[config.mk]
export PLATFORM = sky130hd
export DESIGN_NAME = grn_seq
export DESIGN_NICKNAME = d
export VERILOG_FILES = /design/src/rtl/grn_seq.sv
export SDC_FILE = /design/constraint.sdc
export NUM_CORES = 1
export LEC_CHECK = 0
export ABC_AREA = 0
export CAP_MARGIN = 20
export CORE_MARGIN = 8
export CORE_UTILIZATION = 30
export DETAILED_ROUTE_END_ITERATION = 16
export SLEW_MARGIN = 25
export SYNTH_ARGS = -nofsm -noshare
export SYNTH_HDL_FRONTEND = slang
export SYNTH_SLANG_ARGS = --single-unit
[constraint.sdc]
create_clock -name i_clk -period 3.05 [get_ports i_clk]
set_input_delay 0.305 -clock i_clk [delete_from_list [all_inputs] [get_ports i_clk]]
set_output_delay 0.305 -clock i_clk [all_outputs]
set_load 0.01 [all_outputs]
[src/rtl/grn_seq.sv]
// -----------------------------------------------------------------------------
// grn_seq -- pseudo-random symbol sequence generator for the Genius game core.
//
// A Galois LFSR produces symbols (button/colour indices). Each accepted append
// stores the low SYM_WIDTH bits of the current LFSR value into the sequence
// memory and steps the LFSR. The stored sequence is replayed from index 0 for
// LED display and for checking player input. Free-running mode steps the LFSR
// every cycle so that player timing stirs the entropy.
//
// Ports:
//   i_clk        clock, all logic on the rising edge
//   i_rst        synchronous reset, active-high, overrides every other input
//   i_seed_we    load i_seed into the LFSR (a zero seed loads 1 instead)
//   i_seed       seed value
//   i_free_run   step the LFSR every cycle while high
//   i_append     generate and store one symbol (IDLE only)
//   i_clear      empty the sequence and abort playback
//   i_rd_start   begin playback at index 0 (restarts if already playing)
//   i_rd_next    advance the playback pointer
//   o_rd_data    current playback symbol (registered)
//   o_rd_valid   o_rd_data is valid
//   o_rd_last    o_rd_valid and the pointer is at the final entry
//   o_len        stored sequence length
//   o_full       o_len == DEPTH
//   o_overflow   one-cycle pulse: an append was rejected because full
//
// Input priority at one edge: rst > clear > seed_we > append/step.
// -----------------------------------------------------------------------------
module grn_seq #(
   parameter int                    LFSR_WIDTH = 16,
   parameter int                    SYM_WIDTH  = 2,
   parameter int                    DEPTH      = 32,
   parameter logic [LFSR_WIDTH-1:0] TAPS       = 16'hB400,
   parameter logic [LFSR_WIDTH-1:0] RESET_SEED = {{(LFSR_WIDTH-1){1'b0}}, 1'b1}
) (
   input  logic                         i_clk,
   input  logic                         i_rst,
   input  logic                         i_seed_we,
   input  logic [LFSR_WIDTH-1:0]        i_seed,
   input  logic                         i_free_run,
   input  logic                         i_append,
   input  logic                         i_clear,
   input  logic                         i_rd_start,
   input  logic                         i_rd_next,
   output logic [SYM_WIDTH-1:0]         o_rd_data,
   output logic                         o_rd_valid,
   output logic                         o_rd_last,
   output logic [$clog2(DEPTH+1)-1:0]   o_len,
   output logic                         o_full,
   output logic                         o_overflow
);

   localparam int LEN_W  = $clog2(DEPTH+1);
   localparam int ADDR_W = (DEPTH > 1) ? $clog2(DEPTH) : 1;

   typedef enum logic {
      ST_IDLE = 1'b0,
      ST_PLAY = 1'b1
   } state_t;

   // ---------------------------------------------------------------------------
   // Declarations
   // ---------------------------------------------------------------------------
   state_t                  r_state;
   state_t                  w_state_nxt;
   logic [ADDR_W-1:0]       r_ptr;
   logic [ADDR_W-1:0]       w_ptr_nxt;

   logic [LFSR_WIDTH-1:0]   r_lfsr;
   logic [LFSR_WIDTH-1:0]   w_lfsr_step;
   logic [LFSR_WIDTH-1:0]   w_lfsr_nxt;

   logic [LEN_W-1:0]        r_len;
   logic [LEN_W-1:0]        w_len_nxt;

   logic [SYM_WIDTH-1:0]    r_mem [DEPTH];

   logic [SYM_WIDTH-1:0]    r_rd_data;
   logic                    r_rd_valid;
   logic                    r_rd_last;
   logic                    r_overflow;

   logic                    w_idle;
   logic                    w_full;
   logic                    w_append_req;
   logic                    w_append_ok;
   logic                    w_append_full;
   logic                    w_ptr_at_end;
   logic                    w_rd_valid_nxt;
   logic                    w_rd_last_nxt;

   // ---------------------------------------------------------------------------
   // Datapath decode
   // ---------------------------------------------------------------------------
   always_comb begin : lfsr_step_c
      w_lfsr_step = (r_lfsr >> 1) ^ (r_lfsr[0] ? TAPS : '0);
   end

   always_comb begin : ctrl_decode_c
      // NOTE: every combinational output gets a default before any branch, so
      // no path leaves a signal unassigned and no latch is inferred.
      w_idle        = (r_state == ST_IDLE);
      w_full        = (r_len == LEN_W'(DEPTH));
      // An append only counts when nothing of higher priority claims the edge
      // and the sequence is not frozen for playback.
      w_append_req  = i_append & ~i_rst & ~i_clear & ~i_seed_we & w_idle;
      w_append_ok   = w_append_req & ~w_full;
      w_append_full = w_append_req & w_full;

      w_len_nxt = r_len;
      if (i_clear) begin
         w_len_nxt = '0;
      end else if (w_append_ok) begin
         w_len_nxt = r_len + LEN_W'(1);
      end

      // Append and free_run together still give a single step.
      w_lfsr_nxt = r_lfsr;
      if (i_clear) begin
         if (i_free_run) begin
            w_lfsr_nxt = w_lfsr_step;
         end
      end else if (i_seed_we) begin
         // An all-zero state would lock the LFSR up forever.
         w_lfsr_nxt = (i_seed == '0) ? LFSR_WIDTH'(1) : i_seed;
      end else if (i_free_run || w_append_ok) begin
         w_lfsr_nxt = w_lfsr_step;
      end
   end

   // ---------------------------------------------------------------------------
   // Playback FSM: state register
   // ---------------------------------------------------------------------------
   always_ff @(posedge i_clk) begin : fsm_state_r
      // NOTE: sequential state uses non-blocking assignments so every register
      // samples the pre-edge values regardless of statement order.
      if (i_rst) begin
         r_state <= ST_IDLE;
         r_ptr   <= '0;
      end else begin
         r_state <= w_state_nxt;
         r_ptr   <= w_ptr_nxt;
      end
   end

   // ---------------------------------------------------------------------------
   // Playback FSM: next-state logic
   // ---------------------------------------------------------------------------
   always_comb begin : fsm_next_c
      // len is frozen during PLAY, so the end test can use the stored length.
      w_ptr_at_end = (LEN_W'(r_ptr) == (r_len - LEN_W'(1)));
      w_state_nxt  = r_state;
      w_ptr_nxt    = r_ptr;

      if (i_clear) begin
         w_state_nxt = ST_IDLE;
         w_ptr_nxt   = '0;
      end else begin
         unique case (r_state)
            ST_IDLE: begin
               if (i_rd_start && (r_len != '0)) begin
                  w_state_nxt = ST_PLAY;
                  w_ptr_nxt   = '0;
               end
            end
            ST_PLAY: begin
               if (i_rd_start) begin
                  w_ptr_nxt = '0;
               end else if (i_rd_next) begin
                  if (w_ptr_at_end) begin
                     w_state_nxt = ST_IDLE;
                  end else begin
                     w_ptr_nxt = r_ptr + ADDR_W'(1);
                  end
               end
            end
            default: begin
               w_state_nxt = ST_IDLE;
               w_ptr_nxt   = '0;
            end
         endcase
      end
   end

   // ---------------------------------------------------------------------------
   // Playback FSM: output logic
   // ---------------------------------------------------------------------------
   always_comb begin : fsm_out_c
      // Playback flags are registered, so they are computed from the next state
      // to line up with the symbol fetched from mem[w_ptr_nxt]. A start in IDLE
      // can coincide with an accepted append, hence the next length is used.
      w_rd_valid_nxt = (w_state_nxt == ST_PLAY);
      w_rd_last_nxt  = w_rd_valid_nxt &&
                       (LEN_W'(w_ptr_nxt) == (w_len_nxt - LEN_W'(1)));

      o_rd_data  = r_rd_data;
      o_rd_valid = r_rd_valid;
      o_rd_last  = r_rd_last;
      o_len      = r_len;
      o_full     = w_full;
      o_overflow = r_overflow;
   end

   // ---------------------------------------------------------------------------
   // Registered datapath
   // ---------------------------------------------------------------------------
   always_ff @(posedge i_clk) begin : datapath_r
      if (i_rst) begin
         r_lfsr     <= RESET_SEED;
         r_len      <= '0;
         r_rd_data  <= '0;
         r_rd_valid <= 1'b0;
         r_rd_last  <= 1'b0;
         r_overflow <= 1'b0;
      end else begin
         r_lfsr     <= w_lfsr_nxt;
         r_len      <= w_len_nxt;
         r_rd_valid <= w_rd_valid_nxt;
         r_rd_last  <= w_rd_last_nxt;
         r_overflow <= w_append_full;
         // The read index is always below the old length, so it never hits the
         // entry being written on the same edge.
         if (w_rd_valid_nxt) begin
            r_rd_data <= r_mem[w_ptr_nxt];
         end
      end
   end

   // NOTE: the sequence memory has no reset; entries at or above len are never
   // read, so clearing it would only cost a reset fan-out into the array.
   always_ff @(posedge i_clk) begin : seq_mem_r
      if (w_append_ok) begin
         r_mem[r_len[ADDR_W-1:0]] <= r_lfsr[SYM_WIDTH-1:0];
      end
   end

endmodule

==> flow_metrics.py <==
metrics = {
    "yosys": {
        "post_synthesis_compound_gate_area_fraction": 0.129,
        "synth_top_family_by_area": "simple AND/OR/NAND/NOR gates",
        "synthCells": 467,
        "synth.largest_area_cell": "edfxtp_1",
        "fraction_of_synthesized_cell_area_taken_by_the_top_area_cell_type": 0.388,
        "seq_area_frac_synth": 0.517,
        "postSynthRegisterBits": 96,
        "post_synth_main_area_contributors": "edfxtp_1, dfxtp_1, mux2i_1, nor2_1, nand2_1",
        "yosysMostFrequentCell": "nor2_1",
        "synth.top_cells.by_count": "nor2_1, edfxtp_1, nand2_1",
        "synth-xor-area-share": 0.0336,
        "yosys.area_share.adder": 0.0177,
        "post_synthesis_net_count": 498,
        "synth_async_sr_flop_share": 0,
        "synth_mux_area_frac": 0.0712,
        "synth_edf_count": 64,
        "synth_simple_gate_area_share": 0.196,
        "yosysWarnings": 0,
        "post_synthesis_cell_type_count": 71,
        "mappedNetlistArea_mm2": 0.00496,
        "flip_flop_cell_with_the_highest_count_after_synthesis": "edfxtp_1",
        "post_synth.cell_area_avg_um2": 10.6,
    },
    "place": {
        "place_area_mm2": 0.00592,
        "gp_congestion": 0.857,
        "placed_cells": 758,
        "numPortBuffers": 35,
        "hpwlAfterDp_mm": 9.85,
    },
    "clocking": {
        "h-tree-depth": 3,
        "clk_path_buf_depth": 2,
        "clkTransAtPathRegs_ns": 0.06,
        "clock_tree_from_tritoncts": "done",
        "clock-sinks": 96,
        "cts_buffer_count": 9,
        "ctsHoldBuffers": 0,
        "clock_insertion_delay_worst_skew_ns": 0.34,
        "ctsRootBufferMaster": "clkbuf_16",
    },
    "sta": {
        "final_min_period_over_clock_period": 0.993,
        "grt_setup_unrepaired": "true",
        "finalClockSkew_ns": 0.00790,
        "setup_violations": 0,
        "worstMarginPinSlew_ns": 0.684,
        "hold_violations": 0,
        "slew_viol_final": 0,
        "timing.slew.headroom": 0.544,
        "finalSetupTns_ns": 0,
        "layout_min_cycle_time_ns": 3.03,
        "clock.fmax_mhz": 330,
    },
    "final_layout": {
        "instances_no_fill": 784,
        "share_of_final_layout_standard_cells_stronger_than_drive_strength_1": 0.255,
        "filler_cell_count": 1619,
        "diodes": 0,
        "fin_nets": 590,
        "seqCellArea_mm2": 0.00256,
        "finish.utilization": 0.399,
        "post-route-cell-area_mm2": 0.00653,
        "multi_input_area_mm2": 0.00242,
        "area_delta_synth_final_pct": 31.7,
    },
    "floorplanning": {
        "io_pins": 36,
        "starting_density_of_the_core": 0.303,
        "placeableCoreArea_mm2": 0.0163,
        "area_of_the_die_mm2": 0.0209,
        "die_w_um": 145,
        "placement_rows": 47,
        "die_h_um": 145,
    },
    "setup_path": {
        "worstPathRequired_ns": 3.25,
        "critPathLaunchType": "register",
        "setup.worst_path.end_class": "register",
        "crit_fanout": 6,
        "timing_worst_setup_path_type": "register to register",
        "critPathArrivalTime_ns": 3.23,
        "buf_inv_on_cp": 2,
        "critical_path_s_top_delay_family": "simple AND/OR/NAND/NOR gates",
        "critical_path.cell_chain": "or3_4 -> or4_4 -> and4_4 -> buf_4 -> a21oi_4 -> a21oi_4 -> nor2_4 -> buf_4 -> mux2i_1 -> mux2i_1 -> o2111ai_1 -> o2111ai_1",
        "maximum_cell_stage_delay_along_the_critical_path_ns": 0.46,
        "critical_path_slowest_stage_cell": "or4_4",
    },
    "power_and_ir_drop": {
        "report.power.total_mw": 2.75,
        "power.density_cell_area_mw_per_mm2": 422,
        "power.static_leakage_nw": 2.28,
        "worst_ir_drop_vdd_uv": 262,
    },
    "global_route": {
        "grt_max_degree": 38,
        "antenna_found_initial": 0,
        "global_route.overflow_total": 0,
        "globalRouteTotalUtil": 0.131,
        "vias_in_the_first_global_route": 3843,
        "grt_pass1_wl_mm": 20.9,
    },
    "detailed_routing": {
        "drtPass1Iterations": 4,
        "drc_errors": 0,
        "avgRoutedWirePerCell_um": 17.2,
        "drt-total-wl_mm": 13.5,
        "via_per_inst": 4.98,
        "vias": 3908,
        "final_antenna_net_count": 0,
        "dr.first_iter.drc_count": 262,
    },
    "flow_run": {
        "max_cap_violations": 0,
    },
    "min_path": {
        "hold_crit_path_type": "register to register",
    },
    "outcome": {
        "outcome": "complete, no violations",
    },
}
-- per-layer routing --
metal  share of wire  global-route usage  vias to the layer above
li1                -                   -                     1924
met1            0.47               0.172                     1890
met2            0.47               0.213                       83
met3           0.043              0.0195                       11
met4           0.018              0.0537                        0
met5               0                   0                        -
-- report_power, final --
part / leakage (nW) / switching (mW) / internal, mW
Clock: 0.148 / 0.456 / 0.714
Combinational: 1.29 / 0.0898 / 0.0706
Sequential: 0.848 / 0.0130 / 1.41
-- path summary, 6_finish.rpt --
| check | startpoint | to | slack [ns] | depth (start not counted) |
|---|---|---|---|---|
| max | o_len[2]$_SDFF_PP0_ | o_rd_data[0]$_SDFFE_PP0P_ | 0.02 | 12 |
| min | r_lfsr[12]$_SDFFE_PP0P_ | r_lfsr[11]$_SDFFE_PP0P_ | 0.48 | 2 |
| max reg2reg | o_len[2]$_SDFF_PP0_ | o_rd_data[0]$_SDFFE_PP0P_ | 0.02 | 12 |
| min reg2reg | r_lfsr[12]$_SDFFE_PP0P_ | r_lfsr[11]$_SDFFE_PP0P_ | 0.48 | 2 |
-- worst register-to-register path, cell delays in order (launching register included) --
cell and delay [ns]:
dfxtp_2 0.32, or3_4 0.41, or4_4 0.46, and4_4 0.19
buf_4 0.15, a21oi_4 0.14, a21oi_4 0.08, nor2_4 0.25
buf_4 0.16, mux2i_1 0.18, mux2i_1 0.12, o2111ai_1 0.28
o2111ai_1 0.14
-- flip-flops by register name, indices dropped and copies added (netlist names) --
signal and flops:
o_rd_last 1, r_lfsr 16, o_rd_valid 1, r_mem 64
r_ptr 5, o_len 6, o_overflow 1, o_rd_data 2
-- cell usage in the layout (no fill, tap or decap), types with 4 or more instances in the layout --
cell             Yosys  layout
or2_2                5       5
mux2i_1             33      29
o21ai_0              6       5
edfxtp_1            64      64
nand2_1             55      55
a21oi_1              7       6
nand4_1              5       5
xor2_1               4       4
dfxtp_1             32      31
ha_1                 7       5
clkbuf_16            0       9
xnor2_1             15      12
clkdlybuf4s50_1      0      35
nand3b_1             4       4
mux2i_2              0       4
nor2_1              66      64
nand3_1             13      13
a211oi_2             2       4
inv_1                8       7
nor3_1               7       6
a311oi_1            17      16
buf_4                3      69
nor2b_1              5       5
nor4_1               6       4
-- timing repair --
item / 4_1_cts / 5_1_grt
buffers inserted: 3 / 7
pin swaps: 1 / 14
setup endpoints to repair: 3 / 3
endpoints found under the hold margin: 0 / 0
gates resized for setup: 5 / 37
-- stage by stage --
step,hold WS [ns],setup slack [ns]
after floorplan,0.408,0.0654
final,0.484,0.0215
after global placement,0.467,-0.197
after detailed placement,0.473,-0.190
after global routing,0.503,-0.0640
after CTS,0.486,0.00437
-- layout make-up --
class	instances	area share
clock buffers	10	0.0351
clock inverters	6	0.0125
inverters	8	0.00460
multi-input cells	336	0.372
flip-flops and latches	96	0.393
well taps	220	0.0422
repair buffers	108	0.141
-- cells by family (layout without fill, tap and decap cells) --
family	count (synthesis)	after routing
compound gates	78	78
xor+xnor	19	19
fa+ha+maj	7	7
buf+inv	35	132
flops	96	96
mux	35	35
simple gates	197	197
Note: power is estimated with default switching activity, not from simulation.
